--- src/rtl/config_frame_assembler.sv ---
// config_frame_assembler
// Receive side of the self-configuration word stream. The parser waits for
// the sync word, then takes one header word (the frame address) followed by
// NUMBER_OF_ROWS data words. It then emits a one-cycle long-frame strobe with
// the assembled frame and its address.
//
// State table
//   IDLE   | not synced; only the sync word is recognised
//   HEADER | synced; next word is a header (or a desync/redundant sync)
//   DATA   | collecting data words; every word is taken as frame data
//
// Ports
//   clk_system_i        system clock, rising edge
//   reset_n_i           asynchronous active-low reset
//   write_data_i        32-bit configuration word
//   write_strobe_i      word valid, one word per high cycle
//   frame_data_o        assembled frame, first word in the MSBs
//   frame_address_o     header word of the current/last frame
//   long_frame_strobe_o one-cycle pulse when a frame completes
//   synced_o            high while the parser is not IDLE
//   frame_count_o       completed frames since reset (wraps)
module config_frame_assembler #(
    parameter int          NUMBER_OF_ROWS = 4,
    parameter logic [31:0] SYNC_WORD      = 32'hFAB0_FAB1,
    parameter int          DESYNC_FLAG    = 20
) (
    input  logic                         clk_system_i,
    input  logic                         reset_n_i,
    input  logic [31:0]                  write_data_i,
    input  logic                         write_strobe_i,
    output logic [NUMBER_OF_ROWS*32-1:0] frame_data_o,
    output logic [31:0]                  frame_address_o,
    output logic                         long_frame_strobe_o,
    output logic                         synced_o,
    output logic [15:0]                  frame_count_o
);

    localparam int FRAME_W = NUMBER_OF_ROWS * 32;
    localparam int ROW_W   = (NUMBER_OF_ROWS > 1) ? $clog2(NUMBER_OF_ROWS) : 1;
    localparam logic [ROW_W-1:0] LAST_ROW = ROW_W'(NUMBER_OF_ROWS - 1);

    typedef enum logic [1:0] {
        IDLE   = 2'd0,
        HEADER = 2'd1,
        DATA   = 2'd2
    } state_t;

    state_t               state, state_next;
    logic [ROW_W-1:0]     row, row_next;
    logic [FRAME_W-1:0]   frame_shifted, frame_data_next;
    logic [31:0]          frame_address_next;
    logic [15:0]          frame_count_next;
    logic                 frame_done;

    generate
        if (NUMBER_OF_ROWS == 1) begin : g_single_row
            assign frame_shifted = write_data_i;
        end else begin : g_multi_row
            assign frame_shifted = {frame_data_o[FRAME_W-33:0], write_data_i};
        end
    endgenerate

    always_comb begin
        state_next         = state;
        row_next           = row;
        frame_data_next    = frame_data_o;
        frame_address_next = frame_address_o;
        frame_count_next   = frame_count_o;
        frame_done         = 1'b0;

        if (write_strobe_i) begin
            case (state)
                IDLE: begin
                    if (write_data_i == SYNC_WORD) begin
                        state_next = HEADER;
                    end
                end
                HEADER: begin
                    // The default sync word itself has the desync bit set, so
                    // the sync compare must win or a redundant sync would drop
                    // the link.
                    if (write_data_i == SYNC_WORD) begin
                        state_next = HEADER;
                    end else if (write_data_i[DESYNC_FLAG]) begin
                        state_next = IDLE;
                    end else begin
                        frame_address_next = write_data_i;
                        row_next           = '0;
                        state_next         = DATA;
                    end
                end
                DATA: begin
                    frame_data_next = frame_shifted;
                    if (row == LAST_ROW) begin
                        frame_done       = 1'b1;
                        frame_count_next = frame_count_o + 16'd1;
                        row_next         = '0;
                        state_next       = HEADER;
                    end else begin
                        row_next = row + ROW_W'(1);
                    end
                end
                default: state_next = IDLE;
            endcase
        end
    end

    always_ff @(posedge clk_system_i or negedge reset_n_i) begin
        if (!reset_n_i) begin
            state               <= IDLE;
            row                 <= '0;
            frame_data_o        <= '0;
            frame_address_o     <= '0;
            frame_count_o       <= '0;
            long_frame_strobe_o <= 1'b0;
            synced_o            <= 1'b0;
        end else begin
            state               <= state_next;
            row                 <= row_next;
            frame_data_o        <= frame_data_next;
            frame_address_o     <= frame_address_next;
            frame_count_o       <= frame_count_next;
            long_frame_strobe_o <= frame_done;
            synced_o            <= (state_next != IDLE);
        end
    end

endmodule

--- config.mk ---
export PLATFORM = sky130hd
export DESIGN_NAME = config_frame_assembler
export DESIGN_NICKNAME = d
export VERILOG_FILES = /design/src/rtl/config_frame_assembler.sv
export SDC_FILE = /design/constraint.sdc
export NUM_CORES = 1
export LEC_CHECK = 0
export BUFFER_PORTS_ARGS = -buffer_cell sky130_fd_sc_hd__buf_2
export CORE_ASPECT_RATIO = 0.75
export CORE_UTILIZATION = 45
export DETAILED_ROUTE_END_ITERATION = 6
export GPL_TIMING_DRIVEN = 0
export PLACE_DENSITY_LB_ADDON = 0.08
export RECOVER_POWER = 100
export SETUP_SLACK_MARGIN = 0.5
export SLEW_MARGIN = 30
export SYNTH_ARGS = -nofsm -noshare
export SYNTH_HDL_FRONTEND = slang
export SYNTH_SLANG_ARGS = --single-unit
--- constraint.sdc ---
create_clock -name clk_system_i -period 2 [get_ports clk_system_i]
set_input_delay 0.5 -clock clk_system_i [delete_from_list [all_inputs] [get_ports clk_system_i]]
set_output_delay 0.5 -clock clk_system_i [all_outputs]
set_load 0.01 [all_outputs]
==> flow_metrics.py <==
metrics = {
    "floorplan": {
        "die_h_um": 110,
        "die_width_um": 147,
        "die_area_um2": 16200,
        "num_rows": 39,
        "core_um2": 15300,
        "start_util_pct": 46.2,
        "ios": 213,
    },
    "place": {
        "port_buffers": 211,
        "place_congestion": 0.818,
        "hpwl_um": 13300,
        "place_ws_ns": -0.286,
    },
    "timing": {
        "setup_viol": 0,
        "worstMarginPinSlew_ns": 1.01,
        "fmax_mhz": 567,
        "hold_viol_final": 0,
        "holdWs_ns": 0.238,
        "finClkSkew_ns": 0.0117,
        "rsz0062_at_grt": "true",
        "drv_slew": 0,
        "fin_crit_sh_pct": 88.2,
        "max_slew_margin_pct": 33.0,
        "setup_ws_ns": 0.237,
        "finalCriticalPeriod_ns": 1.76,
    },
    "drt": {
        "post_drt_wl_per_cell_um": 15.6,
        "vias": 6048,
        "antenna_left": 0,
        "drc": 0,
        "routed_wl_um": 19700,
        "first_iter_violations": 349,
        "vias_per_cell": 4.78,
        "drt-pass1-iter-count": 5,
    },
    "critical_path": {
        "r2r_cells": 5,
        "crit_path_end_kind": "register",
        "slowest_stage": "dfrtp_2",
        "worstPathCellList": "nand2b_1 > nor3b_1 > buf_8 > clkbuf_16 > mux2_4",
        "arrival_ns": 2.07,
        "crit_start": "state[1]",
        "regToRegSetupSlack_ns": 0.24,
        "path_delay_family": "simple AND/OR/NAND/NOR gates",
        "r2r_start": "state[1]",
        "max_stage_delay_ns": 0.42,
        "critPathMaxFanout": 8,
        "rr_endpoint": "frame_address_o[3]",
        "critical_path_buf_inv_count": 2,
        "required_ns": 2.30,
        "worstSetupStartpointType": "register",
        "crit_type": "reg -> reg",
    },
    "global_route": {
        "grt_max_degree": 83,
        "first_global_vias": 5605,
        "antenna_found_initial": 0,
        "grt_usage_pct": 24.3,
        "grt.overflow.total": 0,
        "grt_pass1_wl_um": 30300,
    },
    "logic_synthesis": {
        "synth_edf_count": 0,
        "synth_top_flop_cell": "dfrtp_1",
        "ys.warnings.count": 0,
        "synthArstFlopShare_pct": 100,
        "synth_top_area_share_pct": 64.2,
        "synth_fp_nets": 749,
        "synthTopCellsByArea": "dfrtp_1, nand2_1, mux2_1, mux2_2, xnor2_1",
        "synthCells": 712,
        "synth-seq-cells": 181,
        "yosys.area.top_type": "dfrtp_1",
        "syn_area_per_cell_um2": 9.91,
        "synth_area_um2": 7060,
        "seq_area_frac_synth_pct": 64.2,
        "synth_cell_type_count": 38,
    },
    "final_layout": {
        "drive_above_1_share_pct": 20.5,
        "area_delta_synth_final_pct": 39.0,
        "antenna_cells": 0,
        "final_nets": 1085,
        "multi_input_area_um2": 2470,
        "mostFrequentLayoutCell": "nand2_1",
        "fillerInstances": 1393,
        "final-seq-area_um2": 4530,
        "layout_common_cells": "nand2_1, clkbuf_1, dfrtp_1",
    },
    "run_status": {
        "outcome": "complete, no violations",
    },
    "cts": {
        "cts-root-buf": "clkbuf_16",
        "clock_sinks": 181,
        "cts_buffer_depth": 2,
        "clk_pin_slew_ns": 0.06,
        "cts_buffers": 17,
        "htree_levels": 4,
        "cts_tree": "yes",
        "clkLatencyLatePin_ns": 0.43,
    },
    "pwr": {
        "p_per_area_nw_per_um2": 1370,
        "total_leakage_power_nw": 5.27,
        "peakVddDrop_mv": 0.754,
    },
    "hold_path": {
        "hold_path_class": "in -> async",
    },
    "flow_run": {
        "drv_cap": 0,
    },
}
-- routing by layer --
layer	track usage, %	wire (um)	up-vias
met4	8.33	291	0
li1	-	-	2922
met3	6.07	1110	19
met5	0	0	-
met2	35.8	9160	166
met1	35.1	9170	2941
-- worst reg2reg max path: stages, from the launching register on --
cell       delay (ns)
dfrtp_2          0.42
nand2b_1         0.19
nor3b_1          0.34
buf_8            0.23
clkbuf_16        0.18
mux2_4           0.29
-- registers in the layout, summed over array words and instances, names as in the netlist --
signal,flops
synced_o,1
state,2
row,2
long_frame_strobe_o,1
frame_address_o,31
frame_count_o,16
frame_data_o,128
-- Yosys cell counts, types with 2 or more instances --
master,n
ha_1,2
nor4_2,2
and3_1,4
nor3_1,3
nand3_1,8
xnor2_1,10
nand4_1,7
nand2_1,391
mux2_2,11
xor2_1,5
mux2_1,20
clkbuf_1,20
nand2b_1,3
inv_1,3
and2_1,2
or4bb_1,2
o21ai_0,3
buf_4,4
buf_2,8
nor2_1,4
dfrtp_1,181
nand4bb_1,2
o21ai_1,2
-- kinds of logic after synthesis --
family / Yosys count / share of synthesized area [%]
simple gates: 435 / 25.3
mux: 31 / 4.95
flops: 181 / 64.2
fa+ha+maj: 2 / 0.354
xor+xnor: 15 / 1.86
buf+inv: 36 / 2.27
other cells: 1 / 0.0531
compound gates: 11 / 1.03
-- timing repair --
item,in CTS,in global routing
hold endpoints to repair,39,39
setup buffers,39,62
gates cloned,0,3
endpoints found under the setup margin,194,255
pin swaps,4,1
gates resized for setup,36,49
-- final cells by class --
cell class                 instances  area share (%)
buffer                            33            2.24
clock buffer                      21            4.90
clock inverter                    11            1.26
inverter                           3           0.115
multi-input combinational        495            25.2
sequential                       181            46.2
tap                              205            2.61
timing repair buffer             317            17.5
-- how the worst max path moves through the flow --
stage                          end  cells after the start
2_1_floorplan             synced_o                      4
3_5_place_dp      frame_data_o[54]                      6
4_1_cts           frame_data_o[54]                      5
3_3_place_gp      frame_count_o[9]                      1
5_1_grt        frame_address_o[28]                      5
6_report        frame_address_o[3]                      5
-- per-stage QoR --
stage	cells	total power, mW	utilization (%)	TNS [ns]	instance area (um2)
floorplan	712	7.57	-	0	7180
global placement	1128	9.37	55.6	-430.27	8490
detailed placement	1130	9.52	56.0	-21.72	8550
CTS	1201	13.2	62.5	0	9540
global route	1266	14.2	64.2	0	9810
finish	1266	13.4	64.2	0	9810
-- where the power goes --
group / switching, mW / total, mW / internal (mW)
logic: 2.23 / 4.20 / 1.97
registers: 0.893 / 5.85 / 4.95
clock network: 1.41 / 3.39 / 1.98
total: 4.53 / 13.4 / 8.90
No activity file was read; power rests on OpenSTA's default activity.
